## src/rtl/hack_alu_seq.sv

```systemverilog
// Sequential Hack ALU: zx/nx/zy/ny/f/no function set plus SHL, SAR and shift-add MUL.
// Latency: 1 cycle from accept to out_valid for HACK/SHL/SAR, WIDTH+1 cycles for MUL.
// Backpressure: result is held stable in DONE until out_ready; in_ready is low in BUSY and DONE.
//
// Ports:
//   clk, rst_n            clock (rising edge) and asynchronous active-low reset
//   in_valid / in_ready   request handshake carrying x, y, ctrl {zx,nx,zy,ny,f,no}, op
//   op                    00 HACK, 01 SHL, 10 SAR, 11 MUL
//   out_valid / out_ready result handshake carrying out, zr, ng, ov (all registered)
// Optional: define HACK_ALU_OVF_EN to drive ov with the signed overflow of the HACK add;
//           otherwise ov is tied to 0.

module hack_alu_seq #(
   parameter int WIDTH = 16
) (
   input  logic             clk,
   input  logic             rst_n,
   input  logic             in_valid,
   output logic             in_ready,
   input  logic [WIDTH-1:0] x,
   input  logic [WIDTH-1:0] y,
   input  logic [5:0]       ctrl,
   input  logic [1:0]       op,
   output logic             out_valid,
   input  logic             out_ready,
   output logic [WIDTH-1:0] out,
   output logic             zr,
   output logic             ng,
   output logic             ov
);

   localparam int SHW = $clog2(WIDTH);

   localparam logic [1:0] OP_HACK = 2'b00;
   localparam logic [1:0] OP_SHL  = 2'b01;
   localparam logic [1:0] OP_SAR  = 2'b10;
   localparam logic [1:0] OP_MUL  = 2'b11;

   localparam logic [SHW-1:0] CNT_LAST = SHW'(WIDTH - 1);

   typedef enum logic [1:0] {
      S_IDLE = 2'd0,
      S_BUSY = 2'd1,
      S_DONE = 2'd2
   } state_t;

   state_t           r_state;
   state_t           w_state_nxt;

   logic [WIDTH-1:0] r_acc;
   logic [WIDTH-1:0] r_mcand;
   logic [WIDTH-1:0] r_mplier;
   logic [SHW-1:0]   r_cnt;
   logic             r_no;
   logic [WIDTH-1:0] r_out;
   logic             r_zr;
   logic             r_ng;
   logic             r_out_valid;

   logic             w_zx, w_nx, w_zy, w_ny, w_f, w_no;
   logic [WIDTH-1:0] w_xz, w_yz, w_xp, w_yp;
   logic [SHW-1:0]   w_shamt;
   logic [WIDTH-1:0] w_sum;
   logic [WIDTH-1:0] w_core;
   logic [WIDTH-1:0] w_fast;
   logic [WIDTH-1:0] w_acc_nxt;
   logic [WIDTH-1:0] w_res;
   logic             w_ld_res;

   assign {w_zx, w_nx, w_zy, w_ny, w_f, w_no} = ctrl;

   assign w_xz    = w_zx ? '0 : x;
   assign w_yz    = w_zy ? '0 : y;
   assign w_xp    = w_nx ? ~w_xz : w_xz;
   assign w_yp    = w_ny ? ~w_yz : w_yz;
   // Only the low SHW bits of yp steer the shifter; upper bits are ignored.
   assign w_shamt = w_yp[SHW-1:0];
   assign w_sum   = w_xp + w_yp;

   // Single-cycle ops evaluate straight from the inputs on the accept edge.
   always_comb begin
      w_core = w_f ? w_sum : (w_xp & w_yp);
      case (op)
         OP_SHL:  w_core = w_xp << w_shamt;
         OP_SAR:  w_core = $signed(w_xp) >>> w_shamt;
         default: w_core = w_f ? w_sum : (w_xp & w_yp);
      endcase
   end

   assign w_fast    = w_no ? ~w_core : w_core;
   assign w_acc_nxt = r_mplier[0] ? (r_acc + r_mcand) : r_acc;

   always_comb begin
      w_state_nxt = r_state;
      in_ready    = 1'b0;
      w_ld_res    = 1'b0;
      w_res       = w_fast;
      case (r_state)
         S_IDLE: begin
            in_ready = 1'b1;
            if (in_valid) begin
               if (op == OP_MUL) begin
                  w_state_nxt = S_BUSY;
               end else begin
                  w_state_nxt = S_DONE;
                  w_ld_res    = 1'b1;
               end
            end
         end
         S_BUSY: begin
            // Last iteration: the final partial sum goes straight to the out register.
            if (r_cnt == CNT_LAST) begin
               w_state_nxt = S_DONE;
               w_ld_res    = 1'b1;
               w_res       = r_no ? ~w_acc_nxt : w_acc_nxt;
            end
         end
         S_DONE: begin
            if (out_ready) begin
               w_state_nxt = S_IDLE;
            end
         end
         default: w_state_nxt = S_IDLE;
      endcase
   end

   always_ff @(posedge clk or negedge rst_n) begin
      if (!rst_n) begin
         r_state <= S_IDLE;
      end else begin
         r_state <= w_state_nxt;
      end
   end

   always_ff @(posedge clk or negedge rst_n) begin
      if (!rst_n) begin
         r_acc       <= '0;
         r_mcand     <= '0;
         r_mplier    <= '0;
         r_cnt       <= '0;
         r_no        <= 1'b0;
         r_out       <= '0;
         r_zr        <= 1'b0;
         r_ng        <= 1'b0;
         r_out_valid <= 1'b0;
      end else begin
         if (r_state == S_IDLE && in_valid && op == OP_MUL) begin
            r_acc    <= '0;
            r_mcand  <= w_xp;
            r_mplier <= w_yp;
            r_cnt    <= '0;
            r_no     <= w_no;
         end else if (r_state == S_BUSY) begin
            r_acc    <= w_acc_nxt;
            r_mcand  <= r_mcand << 1;
            r_mplier <= r_mplier >> 1;
            r_cnt    <= r_cnt + SHW'(1);
         end

         if (w_ld_res) begin
            r_out       <= w_res;
            r_zr        <= (w_res == '0);
            r_ng        <= w_res[WIDTH-1];
            r_out_valid <= 1'b1;
         end else if (r_state == S_DONE && out_ready) begin
            r_out_valid <= 1'b0;
         end
      end
   end

`ifdef HACK_ALU_OVF_EN
   logic r_ov;
   logic w_ov_hack;

   // Overflow of the raw add, before the optional output inversion.
   assign w_ov_hack = (op == OP_HACK) && w_f &&
                      (w_xp[WIDTH-1] == w_yp[WIDTH-1]) &&
                      (w_sum[WIDTH-1] != w_xp[WIDTH-1]);

   always_ff @(posedge clk or negedge rst_n) begin
      if (!rst_n) begin
         r_ov <= 1'b0;
      end else if (w_ld_res) begin
         r_ov <= (r_state == S_IDLE) && w_ov_hack;
      end
   end

   assign ov = r_ov;
`else
   assign ov = 1'b0;
`endif

   assign out       = r_out;
   assign zr        = r_zr;
   assign ng        = r_ng;
   assign out_valid = r_out_valid;

endmodule

```

## config.mk

```make
export PLATFORM = sky130hd
export DESIGN_NAME = hack_alu_seq
export DESIGN_NICKNAME = d
export VERILOG_FILES = /design/src/rtl/hack_alu_seq.sv
export SDC_FILE = /design/constraint.sdc
export NUM_CORES = 1
export LEC_CHECK = 0
export CAP_MARGIN = 20
export CORE_ASPECT_RATIO = 0.9
export CORE_MARGIN = 2
export CORE_UTILIZATION = 60
export CTS_BUF_LIST = sky130_fd_sc_hd__clkbuf_16
export CTS_CLUSTER_DIAMETER = 40
export DETAILED_ROUTE_END_ITERATION = 8
export HOLD_SLACK_MARGIN = 0.03
export PLACE_DENSITY_LB_ADDON = 0.25
export SYNTH_ARGS = -nofsm -noshare
export SYNTH_HDL_FRONTEND = slang
export SYNTH_SLANG_ARGS = --single-unit
```

## constraint.sdc

```tcl
create_clock -name clk -period 4.05 [get_ports clk]
set_input_delay 1.0125 -clock clk [delete_from_list [all_inputs] [get_ports clk]]
set_output_delay 1.0125 -clock clk [all_outputs]
set_load 0.03 [all_outputs]
```

* Word level (Yosys, flattened, before mapping)
Cells that the tools add are included.
** Storage, ports and cells
- Register bits after elaboration :: 74
- Bits in latches :: 0
- Bits in writable memories :: 0
- ROM bits :: 0
- Memories :: 0
** Cells by class
- Add/sub/neg operators :: 3
- Multiply operators :: 0
- Div/mod/pow operators :: 0
- Order comparisons :: 0
- Eq/ne operators :: 9
- Shifts and indexed selects :: 2
- Multiplexer cells :: 31
- Bitwise gates (word level) :: 5
- Reductions and logical operators :: 8
** Operators with widths (number)
- 16-bit two-way mux :: 16
- 16-bit inverter :: 4
- 16-bit adder :: 2
- 16-bit one-hot mux with 2 select lines :: 1
- 16-bit AND :: 1
- 16-bit zero test :: 1
- 16-bit by 4-bit << shifter with 16-bit output :: 1
- 16-bit by 4-bit >>> shifter with 16-bit output :: 1
- 2-bit two-way mux :: 4
- 4-bit two-way mux :: 2
- 2-bit equality test (second input constant) :: 3
- 1-bit two-way mux :: 6
- 2-bit != test (second input constant) :: 3
- 2-bit one-hot mux with 3 select lines :: 1
- 4-bit by 1-bit adder with 4-bit output (second input constant) :: 1
- 2-bit by 1-bit equality test with 1-bit output (second input constant) :: 2
- 4-bit equality test (second input constant) :: 1
- 2-bit nonzero test :: 2
- 1-bit logical AND :: 3
- 3-bit AND reduction :: 1
- 2-bit zero test :: 1
- 1-bit one-hot mux with 2 select lines :: 1

* Longest topological paths before layout
- Depth in word-level cells :: 11
- Depth in mapped cells :: 17

* Least setup slack after synthesis
Ideal clock, no wire load.
- Path kind :: in2reg
- From :: in ctrl[3]
- To :: reg r_zr, in the netlist zr
- Library setup time :: 68 ps
- Arrival time :: 4812 ps
- Data required time :: 3982 ps
- Setup slack :: -830 ps
- Stages :: 17
- Path buffers :: 3
- Cell sequence :: buf_2 > nor2b_1 > xnor2_1 > inv_2 > buf_2 > buf_1 > ha_1 > and3_1 > a311o_1 > xor2_1 > mux2i_1 > a21oi_1 > mux2i_1 > or4_1 > or4_1 > and4bb_1 > a32o_1
** On the way
- Cells in the longest elaborated chain, start to end :: 11
- Elaborated cells on any way between the ends :: 14
- Classes of those cells :: add/sub: 1; shift: 2; mux: 7; bitwise: 3; reduce/logical: 1
** Ends and longest elaborated chain
- start, declared :: RTL line 22 : input logic [5:0] ctrl,
- 16-bit two-way mux (*) :: RTL line 73 : assign w_yz = w_zy ? '0 : y;
- 16-bit inverter :: RTL line 75 : assign w_yp = w_ny ? ~w_yz : w_yz;
- 16-bit two-way mux (*) :: RTL line 75
- 16-bit adder or 16-bit AND (tied branches) :: RTL line 78, 86
- 16-bit two-way mux :: RTL line 86 : default: w_core = w_f ? w_sum : (w_xp & w_yp);
- 16-bit one-hot mux with 2 select lines (*) :: RTL line 83 : case (op)
- 16-bit inverter :: RTL line 90 : assign w_fast = w_no ? ~w_core : w_core;
- 16-bit two-way mux (*) :: RTL line 90
- 16-bit two-way mux :: RTL line 112 : if (r_cnt == CNT_LAST) begin
- 16-bit two-way mux (*) :: RTL line 98 : case (r_state)
- 16-bit zero test (*) :: RTL line 162 : r_zr <= (w_res == '0);
- end signal, assigned :: RTL line 162
- end, declared :: RTL line 56 : logic r_zr;
Mark *: on every way between the ends. The rest lies on a longest branch, timed or not.
A chain may end at the register's enable or synchronous reset.

* Worst setup path after layout
- From :: in ctrl[5]
- To :: reg r_zr, in the netlist zr
** On the way
- Cells in the longest elaborated chain, start to end :: 11
- Elaborated cells on any way between the ends :: 14
- Classes of those cells :: add/sub: 1; shift: 2; mux: 7; bitwise: 3; reduce/logical: 1
** Ends and longest elaborated chain
- 16-bit two-way mux (*) :: RTL line 72 : assign w_xz = w_zx ? '0 : x;
- 16-bit inverter :: RTL line 74 : assign w_xp = w_nx ? ~w_xz : w_xz;
- 16-bit two-way mux (*) :: RTL line 74
- 16-bit adder or 16-bit AND (tied branches) :: RTL line 78, 86
- 16-bit two-way mux :: RTL line 86
- 16-bit one-hot mux with 2 select lines (*) :: RTL line 83
- 16-bit inverter :: RTL line 90
- 16-bit two-way mux (*) :: RTL line 90
- 16-bit two-way mux :: RTL line 112
- 16-bit two-way mux (*) :: RTL line 98
- 16-bit zero test (*) :: RTL line 162
Marked as above.

==> results.sh <==
export IMPL_crit_path_max_incr_delay_ns=0.53
export IMPL_path_cells="buf_8 > buf_8 > nand2b_4 > xor2_4 > xnor2_2 > buf_4 > buf_6 > a311o_1 > xor2_1 > mux2i_1 > a21oi_2 > mux2i_2 > or4_4 > or4_4 > and4bb_1 > a32o_1"
export IMPL_dieArea_sq_mm=0.0142
export IMPL_rows=39
export IMPL_worstPathMaxFanout=8
export IMPL_overflow=0
export IMPL_fmax_mhz=225
export IMPL_cp_slowest_cell="or4_4"
export IMPL_vdd_ir_drop_max_mv=0.602
export IMPL_avgSynthCellArea_sq_um=8.48
export IMPL_top_layer_used="met5"
export IMPL_dr_pass1_iters=6
export IMPL_multiInputGateArea_sq_mm=0.00624
export IMPL_regToRegSetupSlack_ns=-0.19
export IMPL_ys_top_cells_by_area="dfrtp_1 23%, mux2i_1 6.8%, mux4_2 6.2%"
export IMPL_fin_crit_sh=1.10
export IMPL_path_clk_slew_ns=0.06
export IMPL_grt_pass1_wl_um=46700
export IMPL_ioPinCount=65
export IMPL_synth_ff_type="dfrtp_1"
export IMPL_gp_congestion=1.02
export IMPL_nNetsFinal=1275
export IMPL_swShare=0.454
export IMPL_fill_cells=666
export IMPL_hp_start="r_mplier[7]"
export IMPL_cp_top_family="simple AND/OR/NAND/NOR gates"
export IMPL_drcViolationCount=0
export IMPL_start_util=0.619
export IMPL_crit_arrival_ns=4.74
export IMPL_violations="setup timing"
export IMPL_ys_seq_elements=73
export IMPL_clk_path_buf_depth=2
export IMPL_synth_distinct_cells=75
export IMPL_worstSetupStartpointType="input port"
export IMPL_fin_ws_ns=-0.403
export IMPL_grt_pass1_vias=8690
export IMPL_area_growth_syn_to_layout_pct=42.3
export IMPL_finClkSkew_ns=0.00695
export IMPL_rr_worst_depth=14
export IMPL_cts_sink_count=73
export IMPL_worstSetupEndpointType="flop"
export IMPL_async_flop_share=1.00
export IMPL_cts_tree="built"
export IMPL_setup_viol_count_final=5
export IMPL_io_buffers=63
export IMPL_status="finished with violations"
export IMPL_dieHeight_um=113
export IMPL_crit_path_end="zr"
export IMPL_path_buf_inv=4
export IMPL_grtUsageTotal=0.420
export IMPL_hpwlAfterDp_um=20600
export IMPL_netlist_area_leader_share=0.230
export IMPL_ys_seq_area_frac=0.230
export IMPL_cts_htree_levels=3
export IMPL_cts_root_buf="clkbuf_16"
export IMPL_totalWireLength_um=30700
export IMPL_wl_per_cell_um=22.5
export IMPL_power_frac_seq=0.238
export IMPL_fin_area_sq_mm=0.0113
export IMPL_cp_required_ns=4.33
export IMPL_finish_utilization=0.881
export IMPL_die_width_um=125
export IMPL_route_met3_wl_um=3320
export IMPL_crit_cells=16
export IMPL_viasPerCell=6.58
export IMPL_critPathKind="input port to flop"
export IMPL_r2r_end="zr"
export IMPL_clockPowerShare=0.129
export IMPL_synthTopCellsByCount="94 x nand2_1, 74 x nor2_1, 73 x dfrtp_1, 62 x o21ai_0, 54 x mux2i_1"
export IMPL_r2r_start="r_acc[0]"
export IMPL_syn_cell_area_sq_mm=0.00795
export IMPL_synth_cells=938
export IMPL_num_vias=8969
export IMPL_drive_gt1_frac=0.332
export IMPL_antennaDiodeCount=0
export IMPL_ant_nets=0
export IMPL_finalCriticalPeriod_ns=4.45
export IMPL_grt_max_degree=74
export IMPL_rsz0062_at_grt="true"
export IMPL_comb_power_share=0.632
export IMPL_wl_met2_um=13800
export IMPL_worst_slew_pin_slew_ns=0.926
export IMPL_maxSlewViolCount=0
export IMPL_coreArea_sq_mm=0.0128
export IMPL_syn_nets=1019
export IMPL_cts_buffers=9
export IMPL_synth_edff_count=0
export IMPL_p_int_mw=3.10
export IMPL_hp_class="flop to flop"
export IMPL_placed_area_sq_mm=0.0102
export IMPL_slew_headroom=0.383
export IMPL_regArea_sq_mm=0.00183
export IMPL_pwr_density_cell_mw_per_mm2=502
export IMPL_p_leak_nw=5.25
export IMPL_power_switching_mw=2.58
export IMPL_yosysWarnings=0
export IMPL_power_mw=5.68
export IMPL_max_cap_violations=0
export IMPL_wl_met1_um=12300
export IMPL_startpoint="ctrl[5]"
export IMPL_hold_viol_final=0
export IMPL_synth_top_area_cell="dfrtp_1"
export IMPL_yosysMostFrequentCell="nand2_1"
export IMPL_antenna_found_initial=1
export IMPL_drt_initial_drc_count=1301
export IMPL_clk_latency_ns=0.34
==> state kept, by name, summed over array words and instances, names as in the netlist <==
| signal | count |
|---|---|
| out | 16 |
| r_acc | 16 |
| r_mcand | 16 |
| r_mplier | 16 |
| r_cnt | 4 |
| r_state | 2 |
| out_valid | 1 |
| r_no | 1 |
| zr | 1 |
==> routing by layer <==
layer,track usage,vias to the layer above
met5,0,-
met4,0.161,2
met3,0.0983,130
met2,0.659,612
met1,0.570,4290
li1,-,3935
==> worst register-to-register path, stage by stage, from the launching register on <==
cell,delay [ns]
dfrtp_1,0.40
ha_1,0.25
fa_1,0.40
a211oi_1,0.22
o21bai_1,0.11
a21oi_1,0.26
xnor2_1,0.15
mux2i_2,0.32
nand3b_1,0.11
nor3b_1,0.15
a2111o_1,0.40
or4_4,0.49
or4_4,0.48
and4bb_1,0.28
a32o_1,0.16
==> timing repair <==
item / 4_1_cts / 5_1_grt
pin swaps: 40 / 33
gates cloned: 2 / 0
buffers inserted: 30 / 4
gates resized for setup: 99 / 42
hold buffers: 0 / 0
setup endpoints to repair: 12 / 9
==> worst min path at each step <==
stage | slack [ns] | end | depth (start not counted)
floorplan | 0.45 | r_mplier[14] | 2
global route | 0.50 | r_mplier[5] | 2
detailed placement | 0.47 | r_mplier[14] | 2
CTS | 0.48 | r_mplier[6] | 2
global placement | 0.46 | r_mplier[6] | 2
finish | 0.48 | r_mplier[6] | 2
==> area by class of cell <==
class / instances / share of cell area
multi-input combinational: 765 / 0.552
timing repair buffer: 311 / 0.233
sequential: 73 / 0.162
clock buffer: 9 / 0.0199
tap: 164 / 0.0181
inverter: 34 / 0.0115
clock inverter: 7 / 0.00398
==> power by group through the flow <==
stage | clock network (mW) | registers, mW | logic [mW]
6_report | 0.734 | 1.35 | 3.59
5_1_grt | 0.767 | 1.38 | 3.81
2_1_floorplan | 0 | 1.38 | 1.96
4_1_cts | 0.734 | 1.34 | 3.39
3_5_place_dp | 0 | 1.34 | 3.20
3_3_place_gp | 0 | 1.32 | 3.13
==> layout by cell type, fill, tap and decap left out, types with 6 or more instances in the layout <==
cell	Yosys	layout
a211oi_1	10	9
a21o_1	11	11
a21oi_1	43	37
a21oi_2	0	6
a221o_1	22	22
a31oi_1	14	13
a32o_1	7	7
and3_1	10	10
buf_12	1	7
buf_4	6	232
buf_6	1	10
clkbuf_16	0	9
clkdlybuf4s50_1	0	39
dfrtp_1	73	73
dlygate4sd2_1	0	10
ha_1	36	30
inv_1	28	25
inv_2	6	8
mux2_2	8	7
mux2i_1	54	49
mux4_2	22	22
nand2_1	94	92
nand2b_1	28	25
nand2b_4	0	6
nand3_1	36	34
nor2_1	74	73
nor2b_1	19	10
nor2b_4	0	7
nor3_1	13	13
o211ai_1	9	9
o21ai_0	62	60
o21bai_1	6	6
o31ai_1	8	6
or3_1	6	6
xnor2_1	51	39
xnor2_2	3	11
xor2_1	18	13
==> metrics by stage <==
stage,TNS (ns),setup WS [ns],hold slack [ns],instances
floorplan,-0.332,-0.332,0.449,938
global placement,-7.22,-1.01,0.455,1310
detailed placement,-8.36,-1.11,0.467,1310
CTS,-0.363,-0.237,0.481,1358
global route,-1.57,-0.450,0.504,1363
finish,-1.00,-0.403,0.481,1363
==> cell families (layout without fill, tap and decap cells) <==
kind of cell | count (synthesis) | in the layout | share of synthesized area
AND/OR/NAND/NOR | 319 | 319 | 0.197
AO/OA/AOI/OAI | 243 | 243 | 0.209
buffers and inverters | 100 | 361 | 0.0548
multiplexers | 84 | 84 | 0.142
XOR/XNOR | 81 | 81 | 0.108
flip-flops | 73 | 73 | 0.230
adder cells (fa/ha/maj) | 37 | 37 | 0.0592
other | 1 | 1 | 0.000472
Power figures use the tool's default switching activity.
